## config.mk

```make
export PLATFORM = sky130hd
export DESIGN_NAME = ip_receive
export DESIGN_NICKNAME = d
export VERILOG_FILES = /design/src/rtl/ip_receive.sv
export SDC_FILE = /design/constraint.sdc
export NUM_CORES = 1
export LEC_CHECK = 0
export BUFFER_PORTS_ARGS = -buffer_cell sky130_fd_sc_hd__buf_4
export CAP_MARGIN = 20
export CORE_MARGIN = 3
export CORE_UTILIZATION = 60
export CTS_BUF_LIST = sky130_fd_sc_hd__clkbuf_4 sky130_fd_sc_hd__clkbuf_8
export CTS_CLUSTER_SIZE = 14
export DETAILED_ROUTE_END_ITERATION = 8
export GPL_TIMING_DRIVEN = 0
export PLACE_DENSITY = 0.79
export SLEW_MARGIN = 20
export SYNTH_ARGS = -nofsm -noshare
export SYNTH_HDL_FRONTEND = slang
export SYNTH_SLANG_ARGS = --single-unit
```

## constraint.sdc

```tcl
create_clock -name eth_rx_clk -period 5.35 [get_ports eth_rx_clk]
set_input_delay 0.2675 -clock eth_rx_clk [delete_from_list [all_inputs] [get_ports eth_rx_clk]]
set_output_delay 0.2675 -clock eth_rx_clk [all_outputs]
set_load 0.05 [all_outputs]
```

## src/rtl/ip_receive.sv

```systemverilog
// MII (4-bit) receiver that filters Ethernet/IPv4/UDP frames addressed to the board and
// streams the UDP payload as 32-bit words. Optional macro UDP_PORT_FILTER_EN adds a UDP destination-port filter.
module ip_receive #(
    parameter logic [47:0] BOARD_MAC  = 48'hFF_FF_FF_FF_FF_FF,
    parameter logic [31:0] BOARD_IP   = 32'hFF_FF_FF_FF,
    parameter logic [15:0] BOARD_PORT = 16'd32768
) (
    input  logic        eth_rx_clk,
    input  logic        rst_n,
    input  logic        eth_rxdv,
    input  logic [3:0]  eth_rx_data,
    output logic        rec_en,
    output logic [31:0] rec_data,
    output logic        rec_end,
    output logic [15:0] rec_data_num
);

    typedef enum logic [2:0] {
        IDLE, PREAMBLE, ETH_HEAD, IP_HEAD, UDP_HEAD, REC_DATA, REC_END
    } state_t;

    state_t      state, state_nxt;
    logic [15:0] cnt, cnt_nxt;
    logic [3:0]  ihl, ihl_nxt;
    logic [15:0] pay_num, pay_nxt;
    logic [39:0] sr, sr_nxt;
    logic [23:0] acc, acc_nxt;
    logic        en_nxt, end_nxt;
    logic [31:0] data_nxt;
    logic [15:0] num_nxt;
    logic        half, armed;
    logic [3:0]  nib_lo;

    logic        byte_vld;
    logic [7:0]  rx_byte;
    logic [31:0] word;
    logic [15:0] udp_len, ip_last;

    assign byte_vld = eth_rxdv && half;
    assign rx_byte  = {eth_rx_data, nib_lo};
    assign word     = {acc, rx_byte};
    assign udp_len  = {sr[7:0], rx_byte};
    assign ip_last  = {10'd0, ihl, 2'b00} - 16'd1;

`ifndef UDP_PORT_FILTER_EN
    logic unused_port;
    assign unused_port = ^BOARD_PORT;
`endif

    // armed stays low after reset until the line goes idle, so a frame cut by reset is never picked up mid-way
    always_ff @(posedge eth_rx_clk) begin
        if (!rst_n) begin
            state        <= IDLE;
            cnt          <= '0;
            ihl          <= '0;
            pay_num      <= '0;
            sr           <= '0;
            acc          <= '0;
            half         <= 1'b0;
            nib_lo       <= '0;
            armed        <= 1'b0;
            rec_en       <= 1'b0;
            rec_end      <= 1'b0;
            rec_data     <= '0;
            rec_data_num <= '0;
        end else begin
            state        <= state_nxt;
            cnt          <= cnt_nxt;
            ihl          <= ihl_nxt;
            pay_num      <= pay_nxt;
            sr           <= sr_nxt;
            acc          <= acc_nxt;
            half         <= eth_rxdv ? ~half : 1'b0;
            if (eth_rxdv && !half)
                nib_lo <= eth_rx_data;
            armed        <= armed | ~eth_rxdv;
            rec_en       <= en_nxt;
            rec_end      <= end_nxt;
            rec_data     <= data_nxt;
            rec_data_num <= num_nxt;
        end
    end

    always_comb begin
        state_nxt = state;
        cnt_nxt   = cnt;
        ihl_nxt   = ihl;
        pay_nxt   = pay_num;
        sr_nxt    = sr;
        acc_nxt   = acc;
        en_nxt    = 1'b0;
        end_nxt   = 1'b0;
        data_nxt  = rec_data;
        num_nxt   = rec_data_num;
        case (state)
            IDLE: begin
                cnt_nxt = '0;
                if (eth_rxdv && armed)
                    state_nxt = PREAMBLE;
            end
            PREAMBLE: begin
                if (!eth_rxdv)
                    state_nxt = IDLE;
                else if (byte_vld) begin
                    if (cnt < 16'd7) begin
                        if (rx_byte == 8'h55) cnt_nxt = cnt + 16'd1;
                        else                  state_nxt = REC_END;
                    end else if (rx_byte == 8'hD5) begin
                        state_nxt = ETH_HEAD;
                        cnt_nxt   = '0;
                    end else
                        state_nxt = REC_END;
                end
            end
            ETH_HEAD: begin
                if (!eth_rxdv)
                    state_nxt = IDLE;
                else if (byte_vld) begin
                    sr_nxt  = {sr[31:0], rx_byte};
                    cnt_nxt = cnt + 16'd1;
                    if (cnt == 16'd5 && {sr, rx_byte} != BOARD_MAC && {sr, rx_byte} != 48'hFF_FF_FF_FF_FF_FF)
                        state_nxt = REC_END;
                    else if (cnt == 16'd13) begin
                        if ({sr[7:0], rx_byte} == 16'h0800) begin
                            state_nxt = IP_HEAD;
                            cnt_nxt   = '0;
                        end else
                            state_nxt = REC_END;
                    end
                end
            end
            IP_HEAD: begin
                if (!eth_rxdv)
                    state_nxt = IDLE;
                else if (byte_vld) begin
                    sr_nxt  = {sr[31:0], rx_byte};
                    cnt_nxt = cnt + 16'd1;
                    if (cnt == 16'd0) begin
                        ihl_nxt = rx_byte[3:0];
                        if (rx_byte[3:0] < 4'd5) state_nxt = REC_END;
                    end else if (cnt == 16'd9 && rx_byte != 8'd17)
                        state_nxt = REC_END;
                    else if (cnt == 16'd19 && {sr[23:0], rx_byte} != BOARD_IP)
                        state_nxt = REC_END;
                    else if (cnt >= 16'd19 && cnt == ip_last) begin
                        // any option bytes between 20 and IHL*4 are simply counted past
                        state_nxt = UDP_HEAD;
                        cnt_nxt   = '0;
                    end
                end
            end
            UDP_HEAD: begin
                if (!eth_rxdv)
                    state_nxt = IDLE;
                else if (byte_vld) begin
                    sr_nxt  = {sr[31:0], rx_byte};
                    cnt_nxt = cnt + 16'd1;
`ifdef UDP_PORT_FILTER_EN
                    if (cnt == 16'd3 && {sr[7:0], rx_byte} != BOARD_PORT)
                        state_nxt = REC_END;
                    else
`endif
                    if (cnt == 16'd5) begin
                        if (udp_len < 16'd8) state_nxt = REC_END;
                        else                 pay_nxt   = udp_len - 16'd8;
                    end else if (cnt == 16'd7) begin
                        if (pay_num == 16'd0) begin
                            end_nxt   = 1'b1;
                            num_nxt   = '0;
                            state_nxt = REC_END;
                        end else begin
                            state_nxt = REC_DATA;
                            cnt_nxt   = '0;
                            acc_nxt   = '0;
                        end
                    end
                end
            end
            REC_DATA: begin
                if (!eth_rxdv)
                    state_nxt = IDLE;
                else if (byte_vld) begin
                    cnt_nxt = cnt + 16'd1;
                    acc_nxt = word[23:0];
                    if (cnt[1:0] == 2'd3 || cnt == pay_num - 16'd1) begin
                        // left-justify a partial last word so unused low bytes read as zero
                        en_nxt   = 1'b1;
                        data_nxt = word << {~cnt[1:0], 3'b000};
                        acc_nxt  = '0;
                        if (cnt == pay_num - 16'd1) begin
                            end_nxt   = 1'b1;
                            num_nxt   = pay_num;
                            state_nxt = REC_END;
                        end
                    end
                end
            end
            REC_END: begin
                if (!eth_rxdv)
                    state_nxt = IDLE;
            end
            default: state_nxt = IDLE;
        endcase
    end

endmodule

```

==> results of run 1 <==
power by group:
group | switching [mW] | internal, mW
clock network | 0.498 | 0.427
registers | 0.0123 | 1.19
logic | 0.304 | 0.123
total | 0.814 | 1.74
metrics by stage:
| step | hold slack, ns | instance area (sq um) | setup slack (ns) |
|---|---|---|---|
| after floorplan | 0.4262 | 8320 | 2.600 |
| after global placement | 0.4416 | 8946 | 2.051 |
| after detailed placement | 0.4468 | 8946 | 2.041 |
| after CTS | 0.1175 | 9344 | 2.020 |
| after global routing | 0.1590 | 9349 | 1.613 |
| final | 0.1255 | 9349 | 1.861 |
kinds of logic after synthesis:
group / count (synthesis) / share of synthesized area, %
fa+ha+maj: 6 / 0.9022
mux: 38 / 4.752
flops: 159 / 38.26
simple gates: 446 / 26.05
buf+inv: 108 / 5.218
xor+xnor: 31 / 3.263
compound gates: 253 / 21.56
cell type report:
type | instances | area [sq um] | area share, %
multi-input cells | 774 | 4703 | 50.31
clock inverters | 14 | 156.4 | 1.673
repair buffers | 55 | 410.4 | 4.390
inverters | 16 | 60.06 | 0.6424
plain buffers | 92 | 374.1 | 4.002
well taps | 176 | 220.2 | 2.355
flip-flops and latches | 159 | 3183 | 34.05
clock buffers | 18 | 241.5 | 2.583
cells in the mapped netlist (3+ instances only):
cell / count
o31a_1: 3
nor3b_1: 6
mux2i_1: 26
or2_2: 3
or4_1: 4
clkbuf_1: 73
nor2b_1: 10
nand2b_1: 3
mux2_2: 12
nor3_1: 23
xor2_1: 9
o21ai_0: 22
inv_1: 16
and2_1: 5
buf_1: 6
or3_1: 10
o211ai_1: 6
nand2_1: 181
buf_2: 11
a31oi_1: 5
o41ai_1: 5
o221ai_1: 16
nor2_1: 93
o41ai_2: 3
nor4_1: 13
a21oi_1: 76
nand4_1: 39
dfxtp_1: 159
o211a_1: 3
a22oi_1: 35
ha_1: 6
a21o_1: 10
a32o_1: 7
xnor2_1: 22
a311oi_1: 9
nand3_1: 27
and3_1: 7
a211oi_1: 22
worst paths after layout:
| check | from | end | slack, ns |
|---|---|---|---|
| worst min register to register | sr[37] | sr[37] | 0.46 |
| worst max-delay path | cnt[4] | acc[20] | 1.86 |
| worst max register to register | cnt[4] | acc[20] | 1.86 |
| worst min-delay path | eth_rxdv | half | 0.13 |
placed cells by master, fill, tap and decap left out, types with 12 or more instances in the layout:
master    count
nand2_1     181
dfxtp_1     159
nor2_1       93
a21oi_1      76
clkbuf_1     73
buf_4        54
nand4_1      39
a22oi_1      35
nand3_1      27
mux2i_1      26
nor3_1       23
xnor2_1      22
a211oi_1     22
o21ai_0      22
clkbuf_8     17
inv_1        16
o221ai_1     16
nor4_1       13
buf_2        12
mux2_2       12
metal layers:
metal  wire [um]  share of wire (%)  vias up  global-route usage [%]
li1            -                  -     3929                       -
met1       10670                 43     3876                   45.06
met2       11160                 45      417                   50.32
met3        2243                9.0       74                   6.176
met4         896                3.6        0                   14.88
met5           0                  0        -                       0
state kept, by name (all words and copies together), names as in the netlist:
| register | count |
|---|---|
| rec_end | 1 |
| ihl | 4 |
| pay_num | 16 |
| nib_lo | 4 |
| armed | 1 |
| rec_data | 32 |
| sr | 40 |
| state | 3 |
| cnt | 16 |
| half | 1 |
| rec_data_num | 16 |
| acc | 24 |
| rec_en | 1 |
tightest hold or removal path, cell delays in order:
cell     delay [ns]
buf_4          0.14
nand2_1        0.11
nor2_1         0.05
==> impl_results.md, run 1 <==
- Status: complete, no violations
- Mapped Cells: ~1.0k
- RSZ-0062 raised after global routing: false
- Max_slew headroom: about a third
- Synth cell types: between 70 and 80
- Initial antenna violation count: 0
- Worst EP required: around 5.7 ns
- CP arrival: around 3.8 ns
- Clock latency on the worst-skew pair: 0.48 ns
- CP Max Fanout: 10
- Biggest area consumer among synthesized cells: dfxtp_1
- Hpwl dp: about 18000 um
- Startpoint Class: flip-flop
- Final count of pins violating max slew: 0
- Die W: between 100 and 150 um
- Util after Layout: between 60 and 70%
- Top Family by Delay on Critical Path: simple AND/OR/NAND/NOR gates
- R2R cell count: 10
- TritonRoute pass-1 iters: 7
- Avg Cell Area, Syn: ~8 sq um
- CTS Buffer Depth: 2
- # Post-CTS Setup Buffers: 0
- Vias per cell: roughly 6.4
- Fin cells: 1304
- Leakage: about 3.4 nW
- Area contributors post-synth: dfxtp_1 (38%), nand2_1 (8.2%), a21oi_1 (4.6%), nor2_1 (4.2%), clkbuf_1 (3.3%)
- Post-Syn Area: about 8300 sq um
- # setup viols final: 0
- Drt total wl: between 20000 and 25000 um
- Worst Path Buf+Inv: 2
- # fillers: around 1.2k
- Routed len/inst: between 15 and 20 um
- CP max stage delay: roughly 0.67 ns
- GPL Wtd Cong: between 0.9 and 1
- Min Tclk post-route: ~3.5 ns
- Largest net degree at the start of global routing: 17
- Post-route DRC: 0
- Synth warn: 0
- Power Density: ~270 nW/um^2
- Vias in the first global route: 7402
- Input/output buffers: 54
- Asr flop ratio synth: 0%
- Antenna viol nets, final: 0
- Setup TNS Final: 0 ns
- FP Rows: 42
- CTS hold repair buffers: 0
- Reg clk slew, reported paths: about 0.10 ns
- Crit end category: flip-flop
- I/O pins: 57
- Post-synth net total: approximately 1.1k
- Share of post-route cells with drive strength above 1: 12.06%
- Tot GR Track Use: between 30% and 40%
- Nets@finish: about 1.1k
- H-tree depth: 4
- Achievable frequency: about 0.29 GHz
- CTS tree: built
- Worst-Margin Slew: around 1 ns
- First-pass GRT wire length: 39170 um
- Final worst-path cycle share: 65.21%
- Clock Skew: between 0.01 and 0.015 ns
- EDFF count, synth: 0
- Chip height: 123.8 um
- Hold Path Cell Cnt: 3
- Crit-path slowest cell: nor4b_1
- Detailed router's first-iteration violation count: 1024
- Worst hold path type: input pin to flip-flop
- Max-cap violations: 0
- Flops & latches, synth: 159
- WS Path Type: flip-flop to flip-flop
- Crit path depth: 10
- CTS buffer count: 17
- Post-layout power: between 2 and 3 mW
- ANT cells: 0
- GRT Residual Overflow: 0
- Layout area overhead: 12.36%
- Dpl cells: approximately 1.3k
- Max IR drop VDD: 0.0002082 V
- Starting Density: between 60 and 70%
- Vias: 8296
- Share of the synthesized area in the top cell type: around two fifths
- Post-CTS Resized: 0
- Critical path cell sequence: buf_2 > nor4_1 > nand3_2 > nor4b_1 > o21ai_0 > nand2_1 > o211ai_1 > clkbuf_1 > a22oi_1 > nor2_1
- Die area: 15320 sq um
- Sequential area share after synthesis: 38.26%
- Ys flop type: dfxtp_1
- Clock Sinks: about 160
- CTS root buf: clkbuf_8
- Core footprint: between 10000 and 15000 sq um
- Final hold violation count: 0
No activity file was read; power rests on OpenSTA's default activity.
==> run 2, diff against run 1 <==
- clock period: 5.35 -> 3.6 ns (I/O delays scaled with it)
==> run 2 against run 1 <==
Net effect:
- global-route usage unchanged
- critical path depth increased by 1
- worst hold slack got worse by 0.086 ns
- maximum frequency increased by 4.2%
- critical path type unchanged
- clock power increased by 49%
- combinational power increased by 49%
- non-clock buffer count unchanged
- largest power group unchanged
==> impl_results.md, run 2 (same netlist as run 1, synthesis figures left out) <==
- Status: complete, no violations
- Max_slew headroom: 31.63% (+0.17 points)
- Top Family by Delay on Critical Path: compound AO/OA/AOI/OAI gates
- Worst-Margin Slew: 1.016 ns (-0.002465 ns)
- Final count of pins violating max slew: 0 (unchanged)
- NetSw: 1.211 mW (+49%)
- Startpoint Class: flip-flop
- Final worst-path cycle share: 92.99% (+28 points)
- Crit-path slowest cell: clkbuf_1
- Layout area overhead: 12.48%
- Tot GR Track Use: 32.88% (unchanged)
- Hpwl dp: 17730 um (unchanged)
- Final hold violation count: 0 (unchanged)
- Biggest register: sr
- First-pass GRT wire length: 39170 um (unchanged)
- Clock latency on the worst-skew pair: 0.48 ns (about the same)
- CTS Buffer Depth: 2 (unchanged)
- Clk pwr share: 36.2% (about the same)
- H-tree depth: 4 (unchanged)
- Initial antenna violation count: 0 (unchanged)
- Vias in the first global route: 7402 (unchanged)
- Sequential group share of total power: 47.1% (about the same)
- ANT cells: 0 (unchanged)
- CP Max Fanout: 11 (+1)
- Starting Density: 62.09% (unchanged)
- Antenna viol nets, final: 0 (unchanged)
- CP arrival: 3.76 ns (-0.08 ns)
- GPL Wtd Cong: 0.9929 (unchanged)
- Max IR drop VDD: 0.0003113 V (+50%)
- Switch share: 31.85% (about the same)
- Die area: 15320 sq um (unchanged)
- Share of post-route cells with drive strength above 1: 12.32% (+0.27 points)
- FP Rows: 42 (unchanged)
- Min Tclk post-route: 3.348 ns (-0.1410 ns)
- CTS hold repair buffers: 0 (unchanged)
- CP max stage delay: 0.48 ns (-0.19 ns)
- # setup viols final: 0 (unchanged)
- Die W: 123.8 um (unchanged)
- Routed len/inst: 19.25 um (+0.50%)
- # Post-CTS Setup Buffers: 0 (unchanged)
- CTS root buf: clkbuf_8
- Power Density: 406.3 nW/um^2 (+49%)
- P_int: 2.591 mW (+49%)
- Core footprint: 13400 sq um (unchanged)
- Vias per cell: 6.390 (+0.43%)
- Achievable frequency: 0.2987 GHz (+4.2%)
- Reg clk slew, reported paths: 0.09 ns (about the same)
- Worst Path Buf+Inv: 3 (+1)
- Crit end category: flip-flop
- Top Registers: sr x40, rec_data x32, acc x24
- Clock Sinks: 159 (unchanged)
- Chip height: 123.8 um (unchanged)
- Setup TNS Final: 0 ns (unchanged)
- Vias: 8332 (+0.43%)
- RSZ-0062 raised after global routing: false
- Most frequent cells in the layout: nand2_1 (181), dfxtp_1 (159), nor2_1 (93)
- Max-cap violations: 0 (unchanged)
- WS Path Type: flip-flop to flip-flop
- Max FFs per register: 40 (unchanged)
- I/O pins: 57 (unchanged)
- Input/output buffers: 54 (unchanged)
- Leakage: 3.371 nW (+0.28%)
- GRT Residual Overflow: 0 (unchanged)
- Critical path cell sequence: inv_1 > clkbuf_1 > ha_1 > nand2_1 > o31ai_1 > a21oi_1 > a211oi_2 > o31a_1 > buf_2 > nand2_1 > a21oi_1
- Util after Layout: 69.84% (+0.075 points)
- TritonRoute pass-1 iters: 6 (-1)
- CTS buffer count: 17 (unchanged)
- Drt total wl: 25100 um (+0.50%)
- Detailed router's first-iteration violation count: 1001 (-2.2%)
- Largest net degree at the start of global routing: 17 (unchanged)
- Comb pwr share: 16.7% (about the same)
- CTS tree: built
- Clock Skew: 0.01459 ns (-0.0001634 ns)
- Post-CTS Resized: 0 (unchanged)
- Commonest non-fill, non-tap cell in the layout: nand2_1
- Post-route DRC: 0 (unchanged)
- Nets@finish: 1128 (unchanged)
- Worst EP required: 4.01 ns (-1.69 ns)
- Worst hold path type: input pin to flip-flop
==> run 2: cell counts in the layout (fill, tap and decap cells not counted) <==
Identical to the previous run, type by type.
==> run 2: worst register-to-register path: cells and delay by family (launching register included) <==
family	cells	cell delay, ns
flops	1	0.39
buf+inv	3	0.89
compound gates	5	1.49
simple gates	2	0.19
fa+ha+maj	1	0.31
==> run 2: power groups by stage <==
stage | Sequential (mW) | Clock [mW] | Combinational (mW)
after detailed placement | 1.83 | 0 | 0.605
after global placement | 1.83 | 0 | 0.605
final | 1.79 | 1.38 | 0.635
after CTS | 1.79 | 1.37 | 0.613
after global routing | 1.79 | 1.44 | 0.684
after floorplan | 1.83 | 0 | 0.439
==> run 2: path summary, 6_finish.rpt <==
check / start / endpoint / slack [ns] / depth (start not counted)
worst max register to register: cnt[1] / cnt[10] / 0.25 / 11
worst max-delay path: cnt[1] / cnt[10] / 0.25 / 11
worst min register to register: sr[37] / sr[37] / 0.46 / 2
worst min-delay path: eth_rxdv / half / 0.04 / 3
==> run 2: cell type report <==
type | count | area (sq um)
multi-input cells | 774 | 4712
inverters | 16 | 60.06
flip-flops and latches | 159 | 3183
clock buffers | 18 | 241.5
plain buffers | 92 | 375.4
clock inverters | 14 | 156.4
well taps | 176 | 220.2
fillers | 1181 | 4041
repair buffers | 55 | 410.4
==> run 2: metrics by stage <==
stage / hold WS, ns / cell area [sq um] / setup WS (ns) / cells / power [mW]
2_1_floorplan: 0.3387 / 8320 / 0.8498 / 1041 / 2.266
3_3_place_gp: 0.4416 / 8946 / 0.3011 / 1271 / 2.437
3_5_place_dp: 0.4468 / 8946 / 0.2911 / 1271 / 2.437
4_1_cts: 0.03004 / 9344 / 0.2696 / 1303 / 3.772
5_1_grt: 0.07148 / 9359 / 0.07860 / 1304 / 3.914
6_report: 0.03910 / 9359 / 0.2524 / 1304 / 3.802
==> run 2: per-layer routing <==
layer,GRT usage (%),vias to the layer above,routed length (um)
li1,-,3925,-
met1,45.06,3918,10800
met2,50.32,412,11190
met3,6.176,77,2210
met4,14.88,0,895
met5,0,-,0
